**src/rtl/seg7_scan_drv.sv**
```systemverilog
// Scanned driver for an 8-digit common-anode seven-segment display, hex or raw-segment mode.
// Define SEG7_LZB_EN to blank leading zero digits in hex mode.

module seg7_slot (
  input  logic [3:0] nib,
  input  logic [7:0] raw,
  input  logic       mode,
  input  logic       raw_en,
  input  logic       lit,
  output logic [7:0] seg,
  output logic       on
);
  function automatic logic [7:0] hex7(input logic [3:0] n);
    case (n)
      4'h0: hex7 = 8'hC0;
      4'h1: hex7 = 8'hF9;
      4'h2: hex7 = 8'hA4;
      4'h3: hex7 = 8'hB0;
      4'h4: hex7 = 8'h99;
      4'h5: hex7 = 8'h92;
      4'h6: hex7 = 8'h82;
      4'h7: hex7 = 8'hF8;
      4'h8: hex7 = 8'h80;
      4'h9: hex7 = 8'h90;
      4'hA: hex7 = 8'h88;
      4'hB: hex7 = 8'h83;
      4'hC: hex7 = 8'hC6;
      4'hD: hex7 = 8'hA1;
      4'hE: hex7 = 8'h86;
      default: hex7 = 8'h8E;
    endcase
  endfunction

  always_comb begin
    seg = 8'hFF;
    on  = 1'b0;
    if (mode) begin
      if (raw_en) begin
        seg = raw;
        on  = 1'b1;
      end
    end else if (lit) begin
      seg = hex7(nib);
      on  = 1'b1;
    end
  end
endmodule

module seg7_scan_drv #(
  parameter int SCAN_DIV_W = 15
) (
  input  logic        clk,
  input  logic        rstn,
  input  logic [31:0] i_data,
  input  logic        i_mode,
  input  logic        i_load,
  output logic        o_pend,
  output logic [7:0]  o_seg,
  output logic [7:0]  o_sel
);
  localparam int NUM_DIG = 8;

  typedef struct packed {
    logic        mode;
    logic [31:0] data;
  } disp_t;

  logic [SCAN_DIV_W-1:0]       div_cnt;
  logic [2:0]                  dig, nxt_dig;
  disp_t                       pend, shd, src;
  logic                        pend_vld, tick, xfer;
  logic [NUM_DIG-1:0][7:0]     slot_seg;
  logic [NUM_DIG-1:0]          slot_on, lit;

  assign tick    = &div_cnt;
  assign xfer    = tick && (dig == 3'd7) && pend_vld;
  assign nxt_dig = dig + 3'd1;
  // Digit 0 of a new frame decodes the word being transferred on this same edge.
  assign src     = xfer ? pend : shd;
  assign o_pend  = pend_vld;

`ifdef SEG7_LZB_EN
  logic [2:0] msn;
  always_comb begin
    msn = 3'd0;
    for (int i = 0; i < NUM_DIG; i++)
      if (src.data[4*i +: 4] != 4'h0) msn = 3'(i);
  end
  for (genvar k = 0; k < NUM_DIG; k++) begin : g_lit
    assign lit[k] = (3'(k) <= msn);
  end
`else
  assign lit = '1;
`endif

  for (genvar k = 0; k < NUM_DIG; k++) begin : g_slot
    logic [7:0] raw;
    if (k < 4) begin : g_raw
      assign raw = src.data[8*k +: 8];
    end else begin : g_dark
      assign raw = 8'hFF;
    end
    seg7_slot u_slot (
      .nib    (src.data[4*k +: 4]),
      .raw    (raw),
      .mode   (src.mode),
      .raw_en (k < 4),
      .lit    (lit[k]),
      .seg    (slot_seg[k]),
      .on     (slot_on[k])
    );
  end

  always_ff @(posedge clk or negedge rstn) begin
    if (!rstn) begin
      div_cnt  <= '0;
      dig      <= 3'd7;
      pend     <= '0;
      pend_vld <= 1'b0;
      shd      <= '0;
      o_seg    <= 8'hFF;
      o_sel    <= 8'hFF;
    end else begin
      div_cnt <= div_cnt + SCAN_DIV_W'(1);
      if (xfer) shd <= pend;
      // A load on the boundary edge replaces pend after the old word has moved out.
      if (i_load) begin
        pend     <= '{mode: i_mode, data: i_data};
        pend_vld <= 1'b1;
      end else if (xfer) begin
        pend_vld <= 1'b0;
      end
      if (tick) begin
        dig   <= nxt_dig;
        o_sel <= slot_on[nxt_dig] ? ~(8'd1 << nxt_dig) : 8'hFF;
        o_seg <= slot_seg[nxt_dig];
      end
    end
  end
endmodule

```
**config.mk**
```make
export PLATFORM = sky130hd
export DESIGN_NAME = seg7_scan_drv
export DESIGN_NICKNAME = d
export VERILOG_FILES = /design/src/rtl/seg7_scan_drv.sv
export SDC_FILE = /design/constraint.sdc
export NUM_CORES = 1
export LEC_CHECK = 0
export BUFFER_PORTS_ARGS = -buffer_cell sky130_fd_sc_hd__buf_2
export CAP_MARGIN = 20
export CORE_MARGIN = 3
export CORE_UTILIZATION = 40
export CTS_CLUSTER_SIZE = 25
export DETAILED_ROUTE_END_ITERATION = 8
export SLEW_MARGIN = 25
export SYNTH_ARGS = -nofsm -noshare
export SYNTH_HDL_FRONTEND = slang
export SYNTH_HIERARCHICAL = 1
export SYNTH_SLANG_ARGS = --single-unit
```
**constraint.sdc**
```tcl
create_clock -name clk -period 4.6 [get_ports clk]
set_input_delay 0.92 -clock clk [delete_from_list [all_inputs] [get_ports clk]]
set_output_delay 0.92 -clock clk [all_outputs]
set_load 0.1 [all_outputs]
```
==> impl_metrics.tcl, run 1 <==
set metrics [dict create \
    cts_tree "built" \
    ios 53 \
    worst_slew_pin_slew_ps 854.3 \
    clk_path_buf_depth 2 \
    grt_max_degree 43 \
    multi_input_area_um2 4672 \
    first_iter_violations 384 \
    cap_violations 0 \
    cts_resized 0 \
    cts-root-buf "clkbuf_16" \
    antenna-diode-count 0 \
    grt.total_usage_pct 16.67 \
    ys_warn_count 6 \
    postSynthCellCount 701 \
    seqCellArea_um2 2551 \
    wl_um 16190 \
    clk_pin_slew_ps 70 \
    finalCriticalPeriod_ps 3945 \
    holdBufCountCts 0 \
    io_buffers 52 \
    finalSetupTns_ps 0 \
    finalHoldViolations 0 \
    rows 48 \
    synth.area.top_cells "dfrtp_1, ha_1, dfstp_2" \
    grt_pass1_vias 5094 \
    status "finished clean" \
    dpl.cell_count 1006 \
    drc 0 \
    cts_buffers 9 \
    power_mw 1.921 \
    start_util_pct 41.63 \
    cp_max_fo 33 \
    yosysTopAreaCellShare_pct 27.91 \
    critPathLaunchType "flip-flop" \
    ys_async_sr_fraction_pct 100.0 \
    dieHeight_um 141.6 \
    critical_path_class "reg -> reg" \
    fin_skew_ps 11.90 \
    antenna_found_initial 0 \
    die_w_um 141.6 \
    min_path_type "reg -> reg" \
    synth_seq_cells 101 \
    synth_edf_count 0 \
    drive_above_1_share_pct 22.84 \
    place_ws_ps 708.4 \
    max_freq_ghz 0.2535 \
    postRouteAntennaNets 0 \
    syn_avg_cell_area_um2 10.49 \
    fin_ws_ps 654.8 \
    fin_crit_sh_pct 85.76 \
    crit_required_ps 4870 \
    firstDrtPassIters 5 \
    via_per_inst 5.238 \
    clock_sink_count 101 \
    synth_top_area_cell "dfrtp_1" \
    place_hpwl_um 11990 \
    wl_per_cell_um 15.84 \
    relSlewSlack_pct 43.05 \
    grt_overflow 0 \
    netlist_area_um2 7351 \
    maxSlewViolCount 0 \
    vias 5353 \
    postCtsSetupBuffers 0 \
    fin_util_pct 46.90 \
    ff2ff_setup_slack_ps 650 \
    worstSkewPairLatency_ps 350 \
    stdcell_count 1022 \
    ys_seq_area_share_pct 34.71 \
    setup_viol 0 \
    crit_arrival_ps 4220 \
    synth_common_cells "dfrtp_1, nor2_1, ha_1, nand2_1, mux2_2" \
    design.core.area_um2 17660 \
    gp_congestion 0.8499 \
    htree_levels 3 \
    leakagePower_nw 3.570 \
    end_kind "flip-flop" \
    nets 891 \
    area_delta_synth_final_pct 12.65 \
    pwr_density_cell_nw_per_um2 232.0 \
    rsz0062_at_grt "false" \
    grt_first_pass_wirelength_um 26720 \
    die-area_um2 20040 \
    synth-main-ff-cell "dfrtp_1" \
    max-vdd-ir-drop_uv 308.7 \
    fillCellCount 1695 \
    synth_most_common_cell "dfrtp_1" \
    ys_types 51 \
]
==> metrics by stage <==
| stage | instance area [µm²] | hold WS (ps) |
|---|---|---|
| finish | 8280 | 471.8 |
| global route | 8280 | 502.4 |
| CTS | 8280 | 477.6 |
| detailed placement | 7938 | 466.1 |
| global placement | 7938 | 461.5 |
| floorplan | 7553 | 441.3 |
==> placed cells by master, fill, tap and decap left out, types with 7 or more instances in the layout <==
master,count
xor2_1,7
a311oi_1,12
a2111oi_0,12
nor2b_1,15
nand3b_1,8
o22a_1,8
inv_1,28
or2_1,7
mux4_2,18
buf_4,7
dfrtp_1,82
ha_1,63
xnor2_1,7
conb_1,56
o21ai_1,8
dfstp_2,19
mux2_1,31
clkbuf_16,9
nand2b_1,7
a21oi_1,31
and3_1,17
mux2i_1,22
o32a_1,12
a2bb2oi_1,8
a31oi_1,20
a211oi_2,8
nor2_1,72
mux2_2,44
or2_2,7
buf_2,51
nand2_1,52
==> sequential cells by signal, indices dropped and copies added, names as in the netlist <==
| register | cells |
|---|---|
| pend | 33 |
| shd | 33 |
| div_cnt | 15 |
| o_seg | 8 |
| o_sel | 8 |
| dig | 3 |
| o_pend | 1 |
==> final cells by class <==
| cell class | count | area share, % |
|---|---|---|
| inverter | 28 | 1.269 |
| timing repair buffer | 59 | 3.959 |
| multi-input combinational | 593 | 56.42 |
| clock buffer | 10 | 2.886 |
| clock inverter | 6 | 1.254 |
| tap | 225 | 3.400 |
| sequential | 101 | 30.81 |
==> worst paths after layout <==
kind / to / cells past startpoint / startpoint
setup / recovery: o_seg[3]$_DFFE_PN1P_ / 14 / div_cnt[0]$_DFF_PN0_
hold / removal: div_cnt[0]$_DFF_PN0_ / 1 / div_cnt[0]$_DFF_PN0_
setup reg to reg: o_seg[3]$_DFFE_PN1P_ / 14 / div_cnt[0]$_DFF_PN0_
hold reg to reg: div_cnt[0]$_DFF_PN0_ / 1 / div_cnt[0]$_DFF_PN0_
max in group asynchronous: shd[16]$_DFF_PN0_ / 2 / rstn
min in group asynchronous: pend[8]$_DFFE_PN0P_ / 1 / rstn
==> power breakdown <==
group | total, mW | switching (mW) | leakage, nW | internal, mW
sequential | 0.933 | 0.0156 | 1.25 | 0.917
clock | 0.854 | 0.352 | 0.164 | 0.502
combinational | 0.134 | 0.0674 | 2.16 | 0.0662
==> cell families after synthesis <==
group / synth area share, %
AND/OR/NAND/NOR: 14.11
AO/OA/AOI/OAI: 14.11
multiplexers: 20.00
flip-flops: 34.71
adder cells (fa/ha/maj): 10.72
buffers and inverters: 4.579
XOR/XNOR: 1.668
other: 0.1022
==> layer usage <==
layer,GRT usage [%],routed length [µm]
met1,23.36,7918
met5,0,0
met4,5.152,247
met2,26.04,7304
met3,3.438,714
==> worst max-delay path, cell delays in order (launching register included) <==
cell and delay, ps:
dfrtp_1 390, ha_1 220, nand4_1 220, nor4_2 340
and3_1 240, buf_12 240, mux2_1 400, inv_1 170
ha_1 330, inv_1 40, a2111oi_0 380, a311oi_1 120
mux4_2 520, mux2i_1 170, a21oi_1 80
No activity file was read; power rests on OpenSTA's default activity.
==> inputs of run 2 (changes only) <==
- PLACE_DENSITY: not set -> 0.56
- clock period: 4.6 -> 3.4 ns (I/O delays scaled with it)
==> run 2 against run 1 <==
Sequential power rose by 36%. Register-to-register slack got worse by 630 ps. Count of clock-buffer cells in the layout fell by 1. Combinational power rose by 60%. Non-clock buffer count rose by 143. Sequential share of layout area fell by 4.6 points. Largest cell class unchanged.
==> impl_metrics.tcl, run 2 (same netlist as run 1, synthesis figures left out) <==
set metrics [dict create \
    status "finished clean" \
    fin_crit_sh_pct 99.28 \
    critical_path_class "reg -> reg" \
    design.core.area_um2 17660 \
    area_delta_synth_final_pct 32.29 \
    htree_levels 3 \
    setup_viol 0 \
    min_path_type "in -> async" \
    fin_area_um2 9724 \
    grt_first_pass_wirelength_um 31540 \
    final_common_cell "buf_4" \
    end_kind "flip-flop" \
    dieHeight_um 141.6 \
    power_mw 2.520 \
    rsz0062_at_grt "true" \
    maxSlewViolCount 0 \
    max_freq_ghz 0.2962 \
    postRouteAntennaNets 0 \
    clock_sink_count 101 \
    pwr_density_cell_nw_per_um2 259.2 \
    r2r_end "o_seg[3]$_DFFE_PN1P_" \
    hold-worst-slack_ps 216.3 \
    via_per_inst 5.160 \
    wl_per_cell_um 16.94 \
    firstDrtPassIters 5 \
    reg_top3 "pend x33, shd x33, div_cnt x15" \
    die-area_um2 20040 \
    die_w_um 141.6 \
    dpl_cell_area_um2 9001 \
    seqCellArea_um2 2551 \
    crit_arrival_ps 3660 \
    fillCellCount 1544 \
    holdBufCountCts 0 \
    start_util_pct 41.63 \
    critPathLaunchType "flip-flop" \
    layout_common_cells "buf_4, dfrtp_1, nor2_1" \
    clk_path_buf_depth 2 \
    ff2ff_path_depth 15 \
    fin_skew_ps 9.890 \
    rows 48 \
    crit_required_ps 3680 \
    grt_overflow 0 \
    drc 0 \
    finalCriticalPeriod_ps 3376 \
    cap_violations 0 \
    worst_slew_pin_slew_ps 834.2 \
    place_hpwl_um 15000 \
    leakagePower_nw 4.341 \
    cts_tree "built" \
    clk_pin_slew_ps 80 \
    ios 53 \
    grt.total_usage_pct 19.71 \
    cts_buffers 9 \
    vias 6016 \
    grt_max_degree 72 \
    wl_um 19760 \
    ff2ff_setup_slack_ps 20 \
    io_buffers 52 \
    max-vdd-ir-drop_uv 309.6 \
    worstSkewPairLatency_ps 360 \
    drive_above_1_share_pct 42.40 \
    grt_pass1_vias 6078 \
    relSlewSlack_pct 44.39 \
    finalHoldViolations 0 \
    gp_congestion 0.9115 \
    nets 1035 \
    antenna_found_initial 0 \
    first_iter_violations 302 \
    r2r-start "div_cnt[1]$_DFF_PN0_" \
    cp_max_fo 8 \
    multi_input_area_um2 5011 \
    antenna-diode-count 0 \
    cts-root-buf "clkbuf_16" \
]
==> run 2: metal layers <==
layer	wire, µm	track usage [%]	part of all wire (%)
met2	9218	31.65	47
met3	825	4.011	4.2
met4	318	4.596	1.6
met5	0	0	0
met1	9392	27.51	48
==> run 2: through the flow <==
stage          std cells  worst slack [ps]  TNS [ps]  util (%)
6_report            1166             24.40         0     55.07
4_1_cts             1162            -12.82    -13.25     52.88
2_1_floorplan        755             5.949         0         -
3_3_place_gp        1146            -176.2    -663.5     50.98
3_5_place_dp        1146            -219.4     -1089     50.98
5_1_grt             1166            -201.4     -1020     55.07
==> run 2: worst max-delay path by stage <==
stage | from | endpoint
finish | div_cnt[1]$_DFF_PN0_ | o_seg[3]$_DFFE_PN1P_
global route | div_cnt[1]$_DFF_PN0_ | o_seg[3]$_DFFE_PN1P_
CTS | div_cnt[1]$_DFF_PN0_ | o_seg[3]$_DFFE_PN1P_
detailed placement | div_cnt[1]$_DFF_PN0_ | o_seg[0]$_DFFE_PN1P_
global placement | div_cnt[0]$_DFF_PN0_ | o_seg[3]$_DFFE_PN1P_
floorplan | div_cnt[0]$_DFF_PN0_ | o_seg[3]$_DFFE_PN1P_
==> run 2: critical path, cell delays in order (launching register included) <==
cell and delay, ps:
dfrtp_1 370, ha_2 190, nand4_1 150, nor4_4 260, and3_4 260, buf_12 150, buf_6 120, mux2_4 330
inv_4 80, ha_1 150, inv_1 80, a2111oi_4 300, a311oi_2 100, mux4_2 520, mux2i_1 150, a21oi_1 80
==> run 2: layout make-up <==
cell class	count	area share [%]
inverters	28	1.107
well taps	225	2.895
repair buffers	202	15.21
clock buffers	9	2.316
clock inverters	7	0.7077
flip-flops and latches	101	26.24
multi-input cells	594	51.53
==> run 2: power breakdown <==
group,switching [mW],internal [mW]
registers,0.0258,1.24
clock network,0.522,0.517
logic,0.103,0.112
total,0.651,1.87
==> run 2: repair_timing <==
action / in CTS / in global routing
endpoints found under the hold margin: 0 / 0
endpoints found under the setup margin: 12 / 8
buffers inserted: 0 / 2
pin swaps: 2 / 14
gates cloned: 0 / 1
gates resized for setup: 25 / 100
